## src/rtl/scratch_mem_arbiter.sv

```systemverilog
// Single-port arbiter for the histogram scratch memory: round-robin between the
// histogram RMW port and the read-only CDF port, plus a zeroing clear sequencer.
module scratch_mem_arbiter #(
    parameter int ADDR_W     = 16,
    parameter int DATA_W     = 128,
    parameter int HIST_WORDS = 64
) (
    input  logic              clock,
    input  logic              reset,
    input  logic              clear_start,
    output logic              clear_busy,
    output logic              clear_done,
    input  logic              hist_req,
    input  logic              hist_we,
    input  logic [ADDR_W-1:0] hist_addr,
    input  logic [DATA_W-1:0] hist_wdata,
    output logic              hist_gnt,
    output logic              hist_rvalid,
    output logic [DATA_W-1:0] hist_rdata,
    input  logic              cdf_req,
    input  logic [ADDR_W-1:0] cdf_addr,
    output logic              cdf_gnt,
    output logic              cdf_rvalid,
    output logic [DATA_W-1:0] cdf_rdata,
    output logic [ADDR_W-1:0] mem_addr,
    output logic              mem_we,
    output logic              mem_re,
    output logic [DATA_W-1:0] mem_wdata,
    input  logic [DATA_W-1:0] mem_rdata
);

    typedef enum logic {IDLE, CLEAR} state_t;

    localparam logic [1:0] TAG_NONE = 2'd0;
    localparam logic [1:0] TAG_HIST = 2'd1;
    localparam logic [1:0] TAG_CDF  = 2'd2;

    state_t            state;
    logic              rr_last;      // 1 = CDF was granted last, so hist wins the next tie
    logic [ADDR_W-1:0] clear_cnt;
    logic [1:0]        tag_p1;
    logic [1:0]        tag_p2;
    logic              arb_en;

    // A clear request in IDLE pre-empts any grant in the same cycle.
    assign arb_en   = reset && (state == IDLE) && !clear_start;
    assign hist_gnt = arb_en && hist_req && (!cdf_req || rr_last);
    assign cdf_gnt  = arb_en && cdf_req && (!hist_req || !rr_last);

    always_ff @(posedge clock) begin
        if (!reset) begin
            state       <= IDLE;
            rr_last     <= 1'b1;
            clear_cnt   <= '0;
            clear_busy  <= 1'b0;
            clear_done  <= 1'b0;
            mem_addr    <= '0;
            mem_we      <= 1'b0;
            mem_re      <= 1'b0;
            mem_wdata   <= '0;
            tag_p1      <= TAG_NONE;
            tag_p2      <= TAG_NONE;
            hist_rvalid <= 1'b0;
            hist_rdata  <= '0;
            cdf_rvalid  <= 1'b0;
            cdf_rdata   <= '0;
        end else begin
            // Stage p1 -> p2: owner tag follows mem_re while memory produces the data.
            mem_we     <= 1'b0;
            mem_re     <= 1'b0;
            clear_done <= 1'b0;
            tag_p1     <= TAG_NONE;
            tag_p2     <= tag_p1;

            // Stage p2 -> return: capture mem_rdata for whichever port owns it.
            hist_rvalid <= (tag_p2 == TAG_HIST);
            cdf_rvalid  <= (tag_p2 == TAG_CDF);
            if (tag_p2 == TAG_HIST) hist_rdata <= mem_rdata;
            if (tag_p2 == TAG_CDF)  cdf_rdata  <= mem_rdata;

            case (state)
                IDLE: begin
                    if (clear_start) begin
                        state      <= CLEAR;
                        clear_busy <= 1'b1;
                        clear_cnt  <= '0;
                    end else if (hist_gnt) begin
                        rr_last   <= 1'b0;
                        mem_addr  <= hist_addr;
                        mem_we    <= hist_we;
                        mem_re    <= !hist_we;
                        mem_wdata <= hist_wdata;
                        tag_p1    <= hist_we ? TAG_NONE : TAG_HIST;
                    end else if (cdf_gnt) begin
                        rr_last  <= 1'b1;
                        mem_addr <= cdf_addr;
                        mem_re   <= 1'b1;
                        tag_p1   <= TAG_CDF;
                    end
                end
                CLEAR: begin
                    mem_addr  <= clear_cnt;
                    mem_we    <= 1'b1;
                    mem_wdata <= '0;
                    if (clear_cnt == ADDR_W'(HIST_WORDS - 1)) begin
                        state      <= IDLE;
                        clear_busy <= 1'b0;
                        clear_done <= 1'b1;
                    end else begin
                        clear_cnt <= clear_cnt + 1'b1;
                    end
                end
                default: state <= IDLE;
            endcase
        end
    end

endmodule
```

## config.mk

```make
export PLATFORM = sky130hd
export DESIGN_NAME = scratch_mem_arbiter
export DESIGN_NICKNAME = d
export VERILOG_FILES = /design/src/rtl/scratch_mem_arbiter.sv
export SDC_FILE = /design/constraint.sdc
export NUM_CORES = 1
export LEC_CHECK = 0
export BUFFER_PORTS_ARGS = -buffer_cell sky130_fd_sc_hd__buf_2
export CELL_PAD_IN_SITES_DETAIL_PLACEMENT = 1
export CELL_PAD_IN_SITES_GLOBAL_PLACEMENT = 1
export CORE_AREA = 5 5 272 274
export DETAILED_ROUTE_END_ITERATION = 10
export DIE_AREA = 0 0 277 279
export HOLD_SLACK_MARGIN = 0.1
export PLACE_DENSITY_LB_ADDON = 0.1
export SLEW_MARGIN = 20
export SYNTH_ARGS = -nofsm -noshare
export SYNTH_HDL_FRONTEND = slang
export SYNTH_SLANG_ARGS = --single-unit
```

## constraint.sdc

```tcl
create_clock -name clock -period 1.8 [get_ports clock]
set_input_delay 0.27 -clock clock [delete_from_list [all_inputs] [get_ports clock]]
set_output_delay 0.27 -clock clock [all_outputs]
set_load 0.05 [all_outputs]
```

# Word-level counts from Yosys, hierarchy flattened
# Index checks and enable logic that the tools add are counted.
[totals] ff_bits=428 inputBits=294 out_inout_bits=408 word_cells=76
[classes] n_addsub=1 eq_ne=9 mux=27 bitwise=3 n_reduce_logical=21
[ops] op="$mux 128" n=2
[ops] op="$pmux 128 s2" n=1
[ops] op="$mux 16" n=5
[ops] op="$pmux 16 s2" n=2
[ops] op="$add 16x1->16 const B" n=1
[ops] op="$eq 16x6->1 const B" n=1
[ops] op="$mux 1" n=12
[ops] op="$reduce_and 2->1" n=5
[ops] op="$ne 2x2->1 const B" n=4
[ops] op="$logic_and 1x1->1" n=6
[ops] op="$pmux 1 s2" n=3
[ops] op="$logic_not 1->1" n=5
[ops] op="$mux 2" n=2
[ops] op="$ne 3x3->1 const B" n=1
[ops] op="$not 1->1" n=3
[ops] op="$reduce_and 3->1" n=1
[ops] op="$reduce_or 3->1" n=1
[ops] op="$eq 2x1->1 const B" n=1
[ops] op="$eq 2x2->1 const B" n=1
[ops] op="$logic_or 1x1->1" n=2
[ops] op="$ne 2x1->1 const B" n=1
[ops] op="$reduce_bool 2->1" n=1

# Depth between registers and ports, before layout
# Gate-level depths: netlist of the first run.
[logic_depth] ltp_word=9 ltp_mapped=8

# Worst setup path after synthesis of the first run
# No wires, ideal clock.
[synth_timing] path_kind="register to output" startpoint="register state" endpoint="output port hist_gnt" t_arrival_ps=1412 required_time_ps=1530 setup_slack_ps=118 path_stages_with_launch=7 path_buffers=3 cell_sequence="dfxtp_1 -> buf_4 -> nor2_1 -> o2111ai_1 -> inv_1 -> buf_2 -> buf_2"
[synth_via] elab_chain_len=5
[synth_lines] item="start: declaration" line="38" rtl="state_t state;"
[synth_lines] item="start signal: assignment" line="52" rtl="state <= IDLE;"
[synth_lines] item="start signal: assignment" line="84" rtl="state <= CLEAR;"
[synth_lines] item="start signal: assignment" line="106" rtl="state <= IDLE;"
[synth_lines] item="$not 1->1 (no source line)"
[synth_lines] item="$logic_and 1x1->1 (2 in a row)" line="46" rtl="assign arb_en = reset && (state == IDLE) && !clear_start;"
[synth_lines] item="$logic_and 1x1->1 (2 in a row)" line="47" rtl="assign hist_gnt = arb_en && hist_req && (!cdf_req || rr_last);"
[synth_lines] item="end: declaration" line="17" rtl="output logic hist_gnt,"
# No other way between the ends.

# Worst setup path in the final report of the first run
# Ends and elaborated chain as after synthesis.

==> impl_metrics.csv, run 1 <==
group,metric,value,unit
outcome,run_status,"finished clean",
route,drt_iter0_markers,742,
final_layout,fin_util,35.42,%
floorplanning,dieArea,77280,um2
placed_design,io_buffers,701,
floorplanning,ios,702,
power_and_ir_drop,vdd_drop_max,633.0,uV
timing,drv_slew,0,
global_routing,grt_pass1_wl,115100,um
clock_network,cts_buffers,52,
global_routing,grt_pass1_vias,18193,
logic_synthesis,synth-async-reset-ratio,0,%
setup_path,r2r-end,"mem_addr[5]",
setup_path,required,1.53,ns
logic_synthesis,synth_mux_area_share,0,%
setup_path,worstRegToRegCells,6,
power_and_ir_drop,p_sw_share,24.93,%
logic_synthesis,ys_types,46,
power_and_ir_drop,p_int,0.01782,W
power_and_ir_drop,power,0.02374,W
setup_path,crit_arrival,1.52,ns
logic_synthesis,avgSynthCellArea,8.029,um2
final_layout,layout.nets,3166,
worst_hold_path,holdPathStages,3,
route,drc_errors,0,
route,drt-wirelength-per-cell,19.98,um
setup_path,cp-end-kind,"primary output",
logic_synthesis,yosysMostFrequentCell,"nand2_1",
clock_network,cts_buffer_depth,3,
placed_design,place_hpwl,55410,um
clock_network,clock_sinks,428,
clock_network,cts_tree,"done",
logic_synthesis,synth_edf_count,0,
setup_path,crit_fanout,4,
route,vias,17143,
global_routing,grt_antenna_before_repair,6,
route,routed_wl,77290,um
timing,finalHoldWorstSlack,0.1665,ns
power_and_ir_drop,comb_power_share,10.3,%
timing,max-slew-margin-rel,67.74,%
floorplanning,core_region_area,71120,um2
placed_design,gp_congestion,0.7986,
timing,worst_pin_slew,0.4839,ns
power_and_ir_drop,power_frac_clock,48.8,%
setup_path,start_kind,"flop",
logic_synthesis,synth_fp_nets,2196,
timing,setup_violations,0,
setup_path,critPathLaunch,"state",
logic_synthesis,synth_ff_type,"dfxtp_1",
logic_synthesis,synth_common_cells,"nand2_1, dfxtp_1, a21oi_1",
worst_hold_path,hold_class,"primary input to flop",
logic_synthesis,synth-simple-area-share,23.01,%
power_and_ir_drop,p_leak,10.71,nW
flow_run,max_cap_violations,0,
final_layout,fill_cells,8555,
clock_network,ctsHtreeMaxLevel,2,
logic_synthesis,synth-seq-cells,428,
global_routing,grtUsageTotal,18.85,%
route,drt-pass1-iter-count,6,
route,vias_per_cell,4.432,
floorplanning,die_height,279,um
worst_hold_path,holdPathEnd,"mem_addr[6]",
timing,rsz0062_at_grt,"yes",
logic_synthesis,synthTopCellsByArea,"dfxtp_1, nand2_1, a21oi_1",
power_and_ir_drop,p_per_area,942.2,nW/um2
timing,min_period,1.795,ns
power_and_ir_drop,sequentialPowerShare,40.9,%
final_layout,design_area,25190,um2
floorplanning,die_x,277,um
logic_synthesis,syn_inst,1901,
setup_path,worstSetupPathType,"flop to primary output",
logic_synthesis,ys_warn_count,0,
clock_network,clk_pin_slew_worst_paths,0.06,ns
floorplanning,core.rowCount,98,
timing,period_share,99.72,%
setup_path,rr_startpoint,"rr_last",
timing,max_freq,557.1,MHz
route,ant_nets,0,
worst_hold_path,min-delay-start,"reset",
global_routing,grt_max_degree,95,
floorplanning,start_util,21.46,%
logic_synthesis,yosysSeqAreaShare,56.14,%
logic_synthesis,syn_area,15260,um2
placed_design,placed_cell_area,20230,um2
timing,hold_viol,0,
final_layout,syn_to_final_growth,65.05,%
final_layout,drive_above_1_share,30.99,%
logic_synthesis,yosys.area.top_type_share,56.14,%
clock_network,root_buffer,"clkbuf_16",
power_and_ir_drop,p_sw,0.005918,W
logic_synthesis,synth-xor-area-share,0,%
global_routing,overflow,0,
logic_synthesis,synth_top_cell_by_area,"dfxtp_1",
logic_synthesis,synth_compound_area_share,16.41,%
setup_path,r2r_slack,0.06,ns
logic_synthesis,synthAdderAreaFrac,0.08197,%
logic_synthesis,synth_top_family_by_area,"simple AND/OR/NAND/NOR gates",
timing,skew,0.01509,ns
clock_network,insertion_delay,0.60,ns
[cell type report]
| type | count | area (um2) | area share [%] |
|---|---|---|---|
| sequential | 428 | 8573 | 34.03 |
| antenna | 4 | 10.01 | 0.03973 |
| clock inverter | 20 | 291.5 | 1.157 |
| tap | 950 | 1189 | 4.718 |
| inverter | 5 | 36.28 | 0.1440 |
| timing repair buffer | 1077 | 7370 | 29.25 |
| clock buffer | 77 | 1617 | 6.417 |
| multi-input combinational | 1307 | 6107 | 24.24 |
[cells by family after synthesis]
logic type | Yosys count
and+or+nand+nor | 847
DFF | 428
buffers and inverters | 166
adders and majority gates | 1
AOI/OAI and AO/OA | 459
[state kept, by name (all words and copies together), names as in the netlist]
name and flops:
cdf_rdata 128, cdf_rvalid 1, clear_cnt 16, hist_rvalid 1, mem_we 1, mem_addr 16, clear_done 1, state 1
hist_rdata 128, rr_last 1, mem_re 1, mem_wdata 128, tag_p1 2, tag_p2 2, clear_busy 1
[per-layer routing]
| metal | vias up | global-route usage [%] | routed length (um) |
|---|---|---|---|
| met5 | - | 0 | 13 |
| met3 | 122 | 6.087 | 5782 |
| met1 | 8150 | 21.80 | 31110 |
| met2 | 542 | 33.49 | 38170 |
| li1 | 8327 | - | - |
| met4 | 2 | 5.543 | 2204 |
[worst max-delay path: stages, from the launching register on]
cell and delay, ns:
dfxtp_2 0.34, nor2_4 0.13, o2111ai_4 0.18, inv_8 0.13, buf_8 0.15
[power groups by stage]
stage / combinational, W / clock, W / sequential (W)
after floorplan: 0.000523 / 0 / 0.0104
after global placement: 0.00189 / 0 / 0.00991
after detailed placement: 0.00190 / 0 / 0.00991
after CTS: 0.00247 / 0.0120 / 0.00970
after global routing: 0.00262 / 0.0123 / 0.00972
final: 0.00245 / 0.0116 / 0.00970
[cell usage in the layout, fill, tap and decap left out, types with 3 or more instances in the layout]
master,synthesis,final
nor3_1,9,9
nor2_1,11,10
nand2_1,655,654
dfxtp_2,0,4
nand4_1,5,5
a222oi_1,13,13
a21oi_1,393,392
buf_2,24,699
dfxtp_1,428,424
dlygate4sd3_1,0,292
bufinv_16,0,7
a31oi_1,5,5
clkbuf_16,0,53
and3_1,4,4
clkbuf_8,0,20
clkinv_2,0,8
diode_2,0,4
o21ai_0,11,11
nor4_1,5,5
o2bb2ai_1,15,15
nand3_1,134,133
and4_1,4,3
clkbuf_1,110,4
and2_1,5,5
buf_4,3,61
a211o_1,5,5
buf_12,0,23
[timing repair]
item	4_1_cts	5_1_grt
pin swaps	4	1
endpoints found under the setup margin	17	13
hold buffers	292	0
hold endpoints to repair	405	0
gates resized for setup	15	6
setup buffers	5	2
[through the flow]
stage / worst slack [ns] / cells / TNS [ns]
after detailed placement: -0.1330 / 3468 / -1.615
after global routing: -0.07692 / 3868 / -0.1110
after CTS: -0.08012 / 3862 / -0.1250
after floorplan: 0.1181 / 1901 / 0
after global placement: -0.1041 / 3468 / -0.6173
final: 0.005072 / 3868 / 0
[worst max-delay path by stage]
stage | slack [ns] | depth (start not counted) | to
final | 0.005 | 4 | hist_gnt
after detailed placement | -0.13 | 6 | clear_cnt[2]
after global routing | -0.08 | 4 | hist_gnt
after CTS | -0.08 | 4 | hist_gnt
after floorplan | 0.12 | 6 | hist_gnt
after global placement | -0.10 | 6 | clear_cnt[0]
Power figures use the tool's default switching activity.
==> run 2: changes to the inputs <==
BUFFER_PORTS_ARGS = -buffer_cell sky130_fd_sc_hd__buf_4   (was -buffer_cell sky130_fd_sc_hd__buf_2)
SETUP_SLACK_MARGIN = 0.05   (was default)
==> run 2 against run 1 <==
The run now ends with negative setup slack left. Total power down 3.8%. Critical path depth unchanged. Sequential cell count unchanged. Clock skew up 0.0021 ns. Critical path type unchanged.
==> impl_metrics.csv, run 2 (synthesized netlist as in run 1, its figures left out) <==
group,metric,value,unit
setup_path,crit_arrival,1.54,ns
final_layout,fill_cells,8359,
power_and_ir_drop,vdd_drop_max,626.6,uV
final_layout,final_common_cell,"buf_4",
final_layout,drive_above_1_share,30.43,%
global_routing,grt_max_degree,147,
setup_path,start_kind,"flop",
clock_network,clock_sinks,428,
route,drt_iter0_markers,644,
timing,min_period,1.814,ns
placed_design,place_hpwl,57150,um
clock_network,clk_pin_slew_worst_paths,0.06,ns
timing,drv_slew,0,
global_routing,grt_antenna_before_repair,8,
power_and_ir_drop,p_leak,10.83,nW
timing,setup_violations,1,
global_routing,grt_pass1_wl,118200,um
floorplanning,die_height,279,um
timing,rsz0062_at_grt,"yes",
setup_path,worstSetupPathType,"flop to primary output",
final_layout,syn_to_final_growth,75.49,%
route,drt-wirelength-per-cell,20.61,um
clock_network,cts_tree,"done",
route,routed_wl,79590,um
route,drt-pass1-iter-count,6,
route,vias,17276,
final_layout,layout.nets,3167,
setup_path,path_cells,"nor2_4, o2111ai_4, inv_8, buf_12",
setup_path,crit_path_max_incr_delay,0.36,ns
outcome,run_status,"finished with violations",
setup_path,crit_family,"flip-flops",
timing,finalHoldWorstSlack,0.1653,ns
flow_run,max_cap_violations,0,
global_routing,grt_pass1_vias,18299,
final_layout,final_cell_mix,"buf_4, nand2_1, dfxtp_1",
placed_design,io_buffers,701,
timing,hold_viol,0,
timing,postLayoutSetupSlackWorst,-0.01390,ns
timing,max_freq,551.3,MHz
clock_network,root_buffer,"clkbuf_16",
setup_path,required,1.53,ns
floorplanning,ios,702,
setup_path,cp-end-kind,"primary output",
route,drc_errors,0,
floorplanning,start_util,21.46,%
placed_design,pre_cts_ws,-0.06990,ns
timing,skew,0.01718,ns
floorplanning,die_x,277,um
route,ant_nets,0,
timing,period_share,100.8,%
placed_design,gp_congestion,0.8158,
clock_network,insertion_delay,0.58,ns
global_routing,grtUsageTotal,19.44,%
global_routing,overflow,0,
clock_network,cts_buffers,52,
final_layout,reg_top3,"cdf_rdata (128), hist_rdata (128), mem_wdata (128)",
setup_path,worst-path-buf-inv,2,
clock_network,cts_buffer_depth,3,
power_and_ir_drop,p_per_area,852.5,nW/um2
outcome,violations,"negative setup slack",
setup_path,crit_fanout,3,
floorplanning,dieArea,77280,um2
setup_path,slowest_stage,"dfxtp_4",
clock_network,ctsHtreeMaxLevel,2,
floorplanning,core.rowCount,98,
worst_hold_path,hold_class,"primary input to flop",
route,vias_per_cell,4.473,
floorplanning,core_region_area,71120,um2
timing,max-slew-margin-rel,44.70,%
timing,worst_pin_slew,0.8295,ns
## run 2: cell types whose count changed in the layout (fill, tap and decap cells not counted), moves of 2 or more
cell	delta
buf_4	+693
clkbuf_1	+11
buf_2	-699
inv_6	-2
dfxtp_2	-2
buf_12	+7
clkbuf_8	-11
bufinv_16	-4
## run 2: metrics by stage
stage	setup TNS, ns	utilization, %	total power, W	cell area, um2	cells
after detailed placement	-0.7347	31.01	0.01209	22060	3468
after global routing	-0.3795	37.66	0.02379	26780	3860
after global placement	-0.06898	31.01	0.01206	22060	3468
final	-0.01390	37.66	0.02283	26790	3862
after CTS	-0.1791	37.62	0.02324	26750	3858
after floorplan	0	-	0.01091	15260	1901
## run 2: what timing repair did
| item | CTS | global route |
|---|---|---|
| gates cloned | 0 | 0 |
| setup endpoints to repair | 48 | 111 |
| setup buffers | 8 | 1 |
| hold endpoints to repair | 404 | 0 |
| hold buffers | 292 | 0 |
| pin swaps | 4 | 2 |
| gates resized for setup | 17 | 8 |
## run 2: worst paths after layout
check | from | depth (start not counted) | slack, ns | to
worst min register to register | tag_p1[1] | 1 | 0.45 | tag_p2[1]
worst min-delay path | reset | 2 | 0.17 | tag_p1[1]
worst max register to register | rr_last | 7 | 0.05 | mem_addr[6]
worst max-delay path | state | 4 | -0.01 | hist_gnt
## run 2: final cells by class
type | instances | area, um2 | area share [%]
antenna | 4 | 10.01 | 0.03737
clock buffer | 77 | 1506 | 5.624
clock inverter | 13 | 142.6 | 0.5325
inverter | 5 | 36.28 | 0.1355
multi-input combinational | 1307 | 6117 | 22.84
sequential | 428 | 8574 | 32.01
tap | 950 | 1189 | 4.438
timing repair buffer | 1078 | 9210 | 34.38
## run 2: report_power, final
part | internal (W) | switching (W)
Combinational | 0.00126 | 0.00148
Clock | 0.00616 | 0.00421
Sequential | 0.00962 | 0.0000919
Total | 0.0170 | 0.00579
## run 2: layer usage
metal	vias to the layer above	GRT usage (%)	share of wire, %	routed length, um
li1	8331	-	-	-
met1	8264	22.40	40	31660
met2	546	34.17	49	39060
met3	127	6.789	8.1	6457
met4	8	5.836	3.0	2363
met5	-	0	0.072	57
